[config.mk]
export PLATFORM = sky130hd
export DESIGN_NAME = run_ctrl
export DESIGN_NICKNAME = d
export VERILOG_FILES = /design/src/rtl/run_ctrl_pkg.sv /design/src/rtl/run_ctrl_hang_det.sv /design/src/rtl/run_ctrl.sv
export SDC_FILE = /design/constraint.sdc
export NUM_CORES = 1
export LEC_CHECK = 0
export BUFFER_PORTS_ARGS = -buffer_cell sky130_fd_sc_hd__buf_2
export CAP_MARGIN = 20
export CORE_ASPECT_RATIO = 2
export CORE_MARGIN = 3
export CORE_UTILIZATION = 49
export CTS_CLUSTER_SIZE = 20
export DETAILED_ROUTE_END_ITERATION = 8
export GPL_TIMING_DRIVEN = 0
export PLACE_DENSITY = 0.77
export SLEW_MARGIN = 20
export SYNTH_ARGS = -nofsm -noshare
export SYNTH_HDL_FRONTEND = slang
export SYNTH_HIERARCHICAL = 1
export SYNTH_SLANG_ARGS = --single-unit
[constraint.sdc]
create_clock -name clk -period 3 [get_ports clk]
set_clock_uncertainty 0.1 [all_clocks]
set_input_delay 0.15 -clock clk [delete_from_list [all_inputs] [get_ports clk]]
set_output_delay 0.15 -clock clk [all_outputs]
set_load 0.1 [all_outputs]
[src/rtl/run_ctrl_pkg.sv]
// run_ctrl_pkg: shared FSM state codes, TOHOST pass value and run end-cause enum for run_ctrl.
package run_ctrl_pkg;
   localparam logic [1:0] IDLE  = 2'd0;
   localparam logic [1:0] RESET = 2'd1;
   localparam logic [1:0] RUN   = 2'd2;
   localparam logic [1:0] DONE  = 2'd3;
   localparam int TOHOST_PASS = 1;
   typedef enum logic [2:0] {EC_NONE, EC_PASS, EC_FAIL, EC_TIMEOUT, EC_HANG} end_cause_t;
endpackage

[src/rtl/run_ctrl_hang_det.sv]
// run_ctrl_hang_det: counts consecutive RUN cycles with an unchanged pc; flags the cycle the count reaches HANG_CYCLES.
module run_ctrl_hang_det #(
   parameter int ADDR_W = 32,
   parameter int HANG_CYCLES = 8
) (
   input  logic              clk,
   input  logic              rst,
   input  logic              en,
   input  logic [ADDR_W-1:0] pc,
   output logic              stall
);
   localparam int CW = $clog2(HANG_CYCLES + 1);
   logic [ADDR_W-1:0] prev;
   logic [CW-1:0] cnt;
   logic same;
   assign same = pc == prev;
   assign stall = en && same && cnt == CW'(HANG_CYCLES - 1);
   always_ff @(posedge clk or negedge rst) begin
      if (!rst) begin
         prev <= '0;
         cnt <= '0;
      end else begin
         prev <= pc;
         cnt <= en && same ? cnt + 1'b1 : '0;
      end
   end
endmodule

[src/rtl/run_ctrl.sv]
// run_ctrl: reset/run sequencer for the RISC-V core, ending runs on a TOHOST write or cycle-budget timeout.
// Define RUN_CTRL_HANG_EN to add the pc-stall hang detector (pc input, hang output, HANG_CYCLES parameter).
module run_ctrl import run_ctrl_pkg::*; #(
`ifdef RUN_CTRL_HANG_EN
   parameter int HANG_CYCLES = 8,
`endif
   parameter int DATA_W = 32,
   parameter int ADDR_W = 32,
   parameter int CNT_W = 32,
   parameter logic [ADDR_W-1:0] TOHOST_ADDR = 'h0000_0FF0,
   parameter int RST_HOLD = 2,
   parameter int MAX_CYCLES = 100
) (
`ifdef RUN_CTRL_HANG_EN
   input  logic [ADDR_W-1:0] pc,
   output logic              hang,
`endif
   input  logic              clk,
   input  logic              rst,
   input  logic              start,
   input  logic              dm_we,
   input  logic [ADDR_W-1:0] dm_addr,
   input  logic [DATA_W-1:0] dm_wdata,
   output logic              core_rst,
   output logic              running,
   output logic              done,
   output logic              pass,
   output logic [DATA_W-1:0] fail_code,
   output logic              timeout,
   output logic [CNT_W-1:0]  cycle_cnt
);
   localparam int HW = RST_HOLD > 1 ? $clog2(RST_HOLD) : 1;
   logic [1:0] state;
   logic [HW-1:0] hold;
   logic hit, stall;
   end_cause_t cause;
`ifdef RUN_CTRL_HANG_EN
   run_ctrl_hang_det #(.ADDR_W(ADDR_W), .HANG_CYCLES(HANG_CYCLES)) u_hang (
      .clk(clk), .rst(rst), .en(state == RUN), .pc(pc), .stall(stall)
   );
`else
   assign stall = 1'b0;
`endif
   // Priority: TOHOST hit, then hang, then budget expiry.
   always_comb begin
      hit = dm_we && dm_addr == TOHOST_ADDR && dm_wdata != '0;
      cause = state != RUN ? EC_NONE :
              hit ? (dm_wdata == DATA_W'(TOHOST_PASS) ? EC_PASS : EC_FAIL) :
              stall ? EC_HANG :
              cycle_cnt == CNT_W'(MAX_CYCLES - 1) ? EC_TIMEOUT : EC_NONE;
   end
   always_ff @(posedge clk or negedge rst) begin
      if (!rst) begin
         state <= IDLE;
         hold <= '0;
         core_rst <= 1'b1;
         running <= 1'b0;
         done <= 1'b0;
         pass <= 1'b0;
         fail_code <= '0;
         timeout <= 1'b0;
         cycle_cnt <= '0;
`ifdef RUN_CTRL_HANG_EN
         hang <= 1'b0;
`endif
      end else begin
         case (state)
            IDLE: if (start) begin
               state <= RESET;
               hold <= '0;
            end
            RESET: if (hold == HW'(RST_HOLD - 1)) begin
               state <= RUN;
               core_rst <= 1'b0;
               running <= 1'b1;
               cycle_cnt <= '0;
            end else hold <= hold + 1'b1;
            RUN: if (cause != EC_NONE) begin
               state <= DONE;
               core_rst <= 1'b1;
               running <= 1'b0;
               done <= 1'b1;
               pass <= cause == EC_PASS;
               fail_code <= cause == EC_FAIL ? dm_wdata >> 1 : '0;
               timeout <= cause == EC_TIMEOUT;
`ifdef RUN_CTRL_HANG_EN
               hang <= cause == EC_HANG;
`endif
            end else cycle_cnt <= cycle_cnt + 1'b1;
            DONE: if (start) begin
               state <= RESET;
               hold <= '0;
               done <= 1'b0;
               pass <= 1'b0;
               fail_code <= '0;
               timeout <= 1'b0;
`ifdef RUN_CTRL_HANG_EN
               hang <= 1'b0;
`endif
            end
            default: state <= IDLE;
         endcase
      end
   end
endmodule
==> results.cfg, run 1 <==
[timing]
tns_ns = 0
finalCriticalPeriod_ns = 2.82
fmax_ghz = 0.355
rsz0062_at_grt = false
worstMarginPinSlew_ns = 0.674
fin_crit_sh_pct = 93.9
hold_viol = 0
setup_violations = 0
drv_slew = 0
layout_setup_ws_ns = 0.184
slew_headroom_pct = 54.8

[final_layout]
antenna_cells = 0
fin_nets = 608
regArea_mm2 = 0.00178
multi_input_area_mm2 = 0.00166
areaGrowthSynthToFinish_pct = 43.6
instances_no_fill = 630
design_area_mm2 = 0.00512
drive_gt1_share_pct = 34.6
fillers = 522

[global_route]
grt_pass1_vias = 3923
grt-ovfl-total = 0
grt_pass1_wl_um = 18600
grt_start_max_net_pins = 47
antenna_found_initial = 0
grtUsageTotal_pct = 28.7

[synthesis]
syn_area_mm2 = 0.00357
synthTopCellsByArea = dfrtp_1 49%, a22o_1 7.6%, nand2_1 3.8%, a21oi_1 2.8%, nor4_1 2.8%
synth_top_flop_cell = dfrtp_1
yosys.area_share.simple_pct = 20.9
synth_top_area_cell = dfrtp_1
synth_seq_cells = 71
synth_top_area_share_pct = 49.1
synth.mux.area_fraction_pct = 0.281
syn_inst = 354
synthMostInstantiatedCell = dfrtp_1
yosysUniqueCellTypes = 51
synth_adder_area_share_pct = 1.75
synth_area_per_cell_um2 = 10.1
synth_warnings = 6
ys_async_sr_fraction_pct = 100
ys_top_cells_by_count = 70 x dfrtp_1, 36 x nand2_1, 31 x a22o_1
synth_xor_area_share_pct = 0.982
synth_nets = 427
synth_edf_count = 0
ys_seq_area_share_pct = 49.8
synth_top_family_by_area = compound AO/OA/AOI/OAI gates
synth_compound_area_share_pct = 22.4

[cts]
cts_sinks = 71
clkTransAtPathRegs_ns = 0.06
clk_latency_ns = 0.33
numCtsBuffers = 9
htree_levels = 3
cts_buffer_depth = 2
cts_tree = built
post_cts_buffers = 0
cts_root_buffer = clkbuf_16

[power_and_ir_drop]
p_per_area_mw_per_mm2 = 673
p_clk_share_pct = 39.1
p_comb_share_pct = 29.8
p_switching_mw = 1.22
total_power_mw = 3.45
ir_worst_vdd_mv = 0.495
seq_power_share_pct = 31.2
p_leak_nw = 2.59
p_int_mw = 2.22
swShare_pct = 35.5

[critical_path]
cp.required_ns = 3.15
path_class = in -> reg
cp-start-kind = input pin
cp_max_fo = 10
crit_path_end_kind = register
arrival_ns = 2.96

[routing]
postRouteAntennaNets = 0
wl_um = 11300
dr.pass1.iters = 5
wire_per_inst_um = 18.0
num_vias = 3755
drc = 0
viasPerCell = 5.96
drtIter0Drc = 246

[placed_design]
portBuffers = 135
dp_hpwl_um = 7970
placed_area_mm2 = 0.00439
gp_congestion = 0.829
dp_cells = 580
place_ws_ns = 0.0300

[die]
start_util_pct = 51.0
dieArea_mm2 = 0.00840
ios = 137
die_y_um = 127
core_mm2 = 0.00699
row_count = 43
fp.dieW_um = 66.3

[outcome]
outcome = finished clean

[flow_run]
maxCapViolCount = 0

[hold_path]
hold_class = in -> async
[flip-flops by register name, indices dropped and copies added (netlist names)]
register	cells
cycle_cnt	32
timeout	1
pass	1
fail_code	31
running	1
core_rst	1
state	2
done	1
hold	1
[power by group through the flow]
stage          combinational (mW)  clock, mW  sequential (mW)
2_1_floorplan               0.494          0             1.27
3_3_place_gp                0.950          0             1.08
3_5_place_dp                0.977          0             1.09
4_1_cts                      1.02       1.36             1.07
5_1_grt                      1.12       1.39             1.08
6_report                     1.03       1.35             1.07
[metrics by stage]
step	hold WS [ns]	util [%]
floorplan	-0.246	-
global route	0.205	73.2
CTS	0.169	73.1
global placement	0.282	62.3
finish	0.167	73.2
detailed placement	-0.0135	62.8
[cell families (layout without fill, tap and decap cells)]
| logic type | count (synthesis) | after routing |
|---|---|---|
| and+or+nand+nor | 139 | 139 |
| AOI/OAI and AO/OA | 104 | 104 |
| DFF | 71 | 71 |
| buffers and inverters | 29 | 215 |
| adders and majority gates | 5 | 5 |
| xor gates and xnor gates | 4 | 4 |
| other | 1 | 1 |
| muxes | 1 | 1 |
[final timing paths]
kind                         startpoint            end  slack (ns)  cells after the start
max                        dm_wdata[19]  cycle_cnt[31]        0.18                      9
min                                 rst  cycle_cnt[10]        0.17                      2
max reg2reg                cycle_cnt[4]  cycle_cnt[31]        0.21                      6
min reg2reg                        pass           pass        0.37                      2
max in group asynchronous           rst       core_rst        2.03                      3
min in group clk             dm_addr[8]           pass        0.30                      5
[cell type report]
cell class / instances / area share [%]
well taps: 90 / 2.20
multi-input cells: 254 / 32.5
flip-flops and latches: 71 / 34.8
clock buffers: 11 / 4.93
inverters: 9 / 0.660
clock inverters: 5 / 2.49
plain buffers: 20 / 2.05
repair buffers: 170 / 20.4
[metal layers]
metal / GRT usage [%] / vias to the layer above / part of all wire (%)
met5: 0 / - / 0
met4: 12.7 / 0 / 3.3
met3: 6.20 / 38 / 6.7
met2: 52.5 / 186 / 56
met1: 30.0 / 1818 / 34
li1: - / 1713 / -
[placed cells by master (no fill, tap or decap), drive strengths merged, types with 3 or more instances in the layout]
cell         netlist  routed
or4                6       6
a211oi             3       3
a31oi              7       7
xnor2              4       4
nand3             13      13
nor4              17      17
a22o              31      31
buf                7     143
inv                9       9
nand2             36      36
nand4              9       9
ha                 5       5
o31ai              7       7
a21oi             20      20
nand3b             4       4
a2111oi            3       3
a31o               7       7
a41o               6       6
and3               9       9
dfrtp             70      70
o21ai              9       9
o211ai             3       3
nor2              23      23
clkbuf            13      24
or2                3       3
bufinv             0       4
nor3               6       6
dlygate4sd3        0      34
[critical path, stage by stage]
cell	delay (ns)
dlygate4sd3_1	0.54
buf_2	0.13
nor4_1	0.37
nand4_1	0.20
nor3_2	0.23
o21ai_2	0.12
a211oi_4	0.55
or4b_1	0.49
a21oi_1	0.17
[what timing repair did]
action / 4_1_cts / 5_1_grt
endpoints found under the setup margin: 0 / 21
resized for setup: 0 / 11
hold buffers: 34 / 0
hold endpoints to repair: 103 / 0
Power figures use the tool's default switching activity.
==> run 2, diff against run 1 <==
- CORE_ASPECT_RATIO: 2 -> 1.2
- SKIP_LAST_GASP: unset -> 1
==> run 2 against run 1 <==
  * Wire length is 5.6% lower
  * Non-clock buffer count did not move
  * Maximum frequency is 0.74% lower
  * Sequential share of layout area grew 1.4 points
  * Worst hold slack improved by 0.015 ns
  * Register-to-register slack got worse by 0.05 ns
  * First-iteration DRC count down 17%
  * Via count down 2.9%
  * Utilization shrank 2.3 points
  * Worst setup slack lost 0.021 ns
==> results.cfg, run 2 (synthesized netlist as in run 1, its figures left out) <==
[outcome]
outcome = finished clean

[critical_path]
worstPathCellList = inv_1, ha_1, clkbuf_1, o21ai_1, a211oi_4, or4b_1, a21oi_1
path_buf_inv = 2
cp.required_ns = 3.17
cp-start-kind = register
path_class = reg -> reg
cp_slowest_stage_delay_ns = 0.60
rrSetupSlack_ns = 0.16
critPathTopFamily = compound AO/OA/AOI/OAI gates
crit_path_end_kind = register
cpMaxStageDelayCell = a211oi_4
cp_max_fo = 10
arrival_ns = 3.01

[die]
start_util_pct = 51.4
core_mm2 = 0.00694
die_y_um = 99.5
ios = 137
dieArea_mm2 = 0.00834
row_count = 33
fp.dieW_um = 83.9

[power_and_ir_drop]
total_power_mw = 2.84
p_per_area_mw_per_mm2 = 578
p_leak_nw = 2.50
ir_worst_vdd_mv = 0.372

[final_layout]
final_cell_mix = 138 x buf_2, 67 x dfrtp_1, 36 x nand2_1
instances_no_fill = 627
largest-register = cycle_cnt
largest_reg_flops = 32
antenna_cells = 0
layout_commonest_cell = buf_2
fillers = 524
areaGrowthSynthToFinish_pct = 37.9
reg_top3 = cycle_cnt (32), fail_code (31), state (2)
fin_nets = 608
drive_gt1_share_pct = 33.7

[global_route]
grt_start_max_net_pins = 39
grt_pass1_wl_um = 17600
grt-ovfl-total = 0
antenna_found_initial = 0
grtUsageTotal_pct = 26.1
grt_pass1_vias = 3630

[routing]
drtIter0Drc = 205
postRouteAntennaNets = 0
dr.pass1.iters = 5
viasPerCell = 5.82
wire_per_inst_um = 17.1
drc = 0
num_vias = 3647
wl_um = 10700

[timing]
finalCriticalPeriod_ns = 2.84
drv_slew = 0
setup_violations = 0
fin_crit_sh_pct = 94.6
hold_viol = 0
layout_setup_ws_ns = 0.163
rsz0062_at_grt = false
worstMarginPinSlew_ns = 0.690
tns_ns = 0
fmax_ghz = 0.352
slew_headroom_pct = 53.7

[placed_design]
dp_hpwl_um = 7430
portBuffers = 135
gp_congestion = 0.840
place_ws_ns = 0.173
dp_cells = 577

[cts]
htree_levels = 3
post_cts_buffers = 0
numCtsBuffers = 9
cts_buffer_depth = 2
cts_sinks = 71
cts_tree = built
cts_root_buffer = clkbuf_8
clk_latency_ns = 0.35
clkTransAtPathRegs_ns = 0.09

[hold_path]
hold_class = in -> async

[flow_run]
maxCapViolCount = 0
-- run 2: cell count changes in the layout (fill, tap and decap cells not counted), sizes merged --
cell,before,now
bufinv,4,1
clkinvlp,1,0
inv,9,10
clkinv,0,3
-- run 2: per-stage QoR --
stage | utilization, % | hold WS, ns | instance area (um2)
final | 70.9 | 0.182 | 4920
after CTS | 70.9 | 0.198 | 4920
after detailed placement | 63.1 | 0.0375 | 4380
after global routing | 70.9 | 0.208 | 4920
after global placement | 62.8 | 0.280 | 4360
after floorplan | - | -0.246 | 3570
-- run 2: timing repair --
action | 4_1_cts | 5_1_grt
endpoints found under the hold margin | 66 | 0
setup endpoints to repair | 0 | 3
hold buffers | 34 | 0
resized for setup | 0 | 4
-- run 2: per-layer routing --
metal | part of all wire (%) | track usage (%) | wire length, um | vias to the layer above
li1 | - | - | - | 1710
met1 | 42 | 34.1 | 4510 | 1736
met2 | 48 | 42.8 | 5160 | 184
met3 | 7.7 | 5.80 | 822 | 17
met4 | 1.9 | 9.90 | 199 | 0
met5 | 0 | 0 | 0 | -
-- run 2: area by class of cell --
cell class	instances	area (um2)	area share [%]
plain buffers	20	101	2.06
clock buffers	11	141	2.87
clock inverters	5	57.6	1.17
inverters	9	33.8	0.687
multi-input cells	254	1660	33.7
flip-flops and latches	71	1780	36.2
well taps	87	109	2.21
repair buffers	170	1040	21.1
-- run 2: path summary, 6_finish.rpt --
kind / startpoint / endpoint / depth (start not counted)
max in group asynchronous: rst / core_rst / 3
worst min register to register: fail_code[20] / fail_code[20] / 1
worst max-delay path: state[0] / cycle_cnt[31] / 7
worst min-delay path: rst / cycle_cnt[5] / 2
min in group clk: dm_addr[18] / pass / 6
worst max register to register: state[0] / cycle_cnt[31] / 7
-- run 2: report_power, final --
| group | leakage, nW | internal, mW | switching (mW) |
|---|---|---|---|
| logic | 1.43 | 0.265 | 0.729 |
| clock network | 0.104 | 0.409 | 0.371 |
| registers | 0.969 | 1.01 | 0.0643 |
==> run 3, diff against run 2 <==
- PLACE_DENSITY: 0.77 -> 0.8
==> run 3 against run 2 <==
  * Sequential share of layout area down 0.43 points
  * Final area up 1.2%
  * Clock power rose by 18%
  * Final cell count grew 0.32%
  * Count of clock-buffer cells in the layout is 1 lower
  * Flip-flop and latch count unchanged
  * Wire length grew 2.8%
  * Worst setup slack better by 0.033 ns
  * Critical path depth grew 3
==> results.cfg, run 3 (synthesized netlist as in run 1, its figures left out) <==
[power_and_ir_drop]
swShare_pct = 38.9
seq_power_share_pct = 35.9
p_clk_share_pct = 30.8
p_comb_share_pct = 33.3
p_per_area_mw_per_mm2 = 601
p_int_mw = 1.83
ir_worst_vdd_mv = 0.417
p_switching_mw = 1.16
p_leak_nw = 2.53

[timing]
finalCriticalPeriod_ns = 2.80
hold_viol = 0
tns_ns = 0
rsz0062_at_grt = false
worstMarginPinSlew_ns = 0.710
drv_slew = 0
fin_crit_sh_pct = 93.5
slew_headroom_pct = 52.3
setup_violations = 0
fmax_ghz = 0.357

[final_layout]
fillers = 507
multi_input_area_mm2 = 0.00166
antenna_cells = 0
layout_commonest_cell = buf_2
largest_reg_flops = 32
regArea_mm2 = 0.00178
largest-register = cycle_cnt
fin_nets = 610
instances_no_fill = 629
areaGrowthSynthToFinish_pct = 39.6
drive_gt1_share_pct = 33.9
reg_top3 = cycle_cnt (32), fail_code (31), state (2)
final_cell_mix = 138 x buf_2, 67 x dfrtp_1, 36 x nand2_1

[outcome]
outcome = finished clean

[routing]
wl_um = 11000
dr.pass1.iters = 5
postRouteAntennaNets = 0
drc = 0
num_vias = 3707
wire_per_inst_um = 17.5
drtIter0Drc = 252
viasPerCell = 5.89

[global_route]
grt-ovfl-total = 0
grt_start_max_net_pins = 39
grt_pass1_wl_um = 18000
grtUsageTotal_pct = 26.9
antenna_found_initial = 0
grt_pass1_vias = 3751

[die]
dieArea_mm2 = 0.00834
core_mm2 = 0.00694
die_y_um = 99.5
ios = 137
row_count = 33
start_util_pct = 51.4
fp.dieW_um = 83.9

[cts]
htree_levels = 3
cts_root_buffer = clkbuf_8
clk_latency_ns = 0.34
numCtsBuffers = 9
clkTransAtPathRegs_ns = 0.08
cts_tree = built
cts_sinks = 71
cts_buffer_depth = 2

[critical_path]
reg2reg_from = cycle_cnt[0]
cp-start-kind = input pin
cp.required_ns = 3.18
arrival_ns = 2.98
path_class = in -> reg
startpoint = dm_wdata[19]
cp_max_fo = 10
crit_path_end_kind = register

[hold_path]
hold_class = in -> async

[placed_design]
dp_cells = 577
gp_congestion = 0.849
dp_hpwl_um = 7340
portBuffers = 135

[flow_run]
maxCapViolCount = 0
[run 3: through the flow]
step / power, mW / hold slack, ns / worst slack [ns] / util, % / cell area (um2)
after global routing: 3.15 / 0.227 / 0.0357 / 71.8 / 4980
after floorplan: 1.77 / -0.246 / 0.0503 / - / 3570
after global placement: 2.01 / 0.281 / 0.236 / 62.8 / 4360
after detailed placement: 2.04 / 0.0212 / 0.186 / 63.1 / 4380
after CTS: 3.00 / 0.186 / 0.147 / 71.5 / 4960
final: 2.99 / 0.196 / 0.195 / 71.8 / 4980
[run 3: per-layer routing]
metal	global-route usage, %	share of wire, %	wire (um)	up-vias
met3	6.79	9.9	1090	19
met1	33.0	39	4320	1753
met4	10.5	1.7	188	0
met5	0	0	0	-
met2	45.6	49	5400	226
li1	-	-	-	1709
[run 3: area by class of cell]
| cell class | count | area share [%] |
|---|---|---|
| Buffer | 20 | 2.04 |
| Clock buffer | 10 | 2.56 |
| Clock inverter | 6 | 2.31 |
| Inverter | 9 | 0.679 |
| Multi-Input combinational cell | 254 | 33.3 |
| Sequential cell | 71 | 35.8 |
| Tap cell | 87 | 2.19 |
| Timing Repair Buffer | 172 | 21.2 |
[run 3: repair_timing]
item,in CTS,in global routing
resized for setup,0,4
endpoints found under the setup margin,0,11
hold endpoints to repair,66,0
buffers inserted,0,2
hold buffers,34,0
[run 3: critical path, stage by stage]
cell,delay (ns)
dlygate4sd3_1,0.52
buf_2,0.14
nor4_1,0.39
nand4_1,0.22
nor3_2,0.24
o21ai_2,0.12
buf_6,0.15
o21ai_1,0.35
clkbuf_1,0.45
a22o_1,0.25
[run 3: worst paths after layout]
path | to | slack [ns] | depth (start not counted)
max | fail_code[3] | 0.20 | 10
min | cycle_cnt[8] | 0.20 | 2
max reg2reg | fail_code[3] | 0.28 | 9
min reg2reg | fail_code[9] | 0.41 | 1
max in group asynchronous | cycle_cnt[9] | 2.05 | 3
min in group clk | pass | 0.28 | 5
[run 3: power groups by stage]
stage	logic [mW]	registers, mW	clock network [mW]
3_5_place_dp	0.949	1.09	0
4_1_cts	0.987	1.07	0.940
6_report	0.997	1.08	0.922
3_3_place_gp	0.924	1.08	0
5_1_grt	1.09	1.08	0.975
2_1_floorplan	0.494	1.27	0
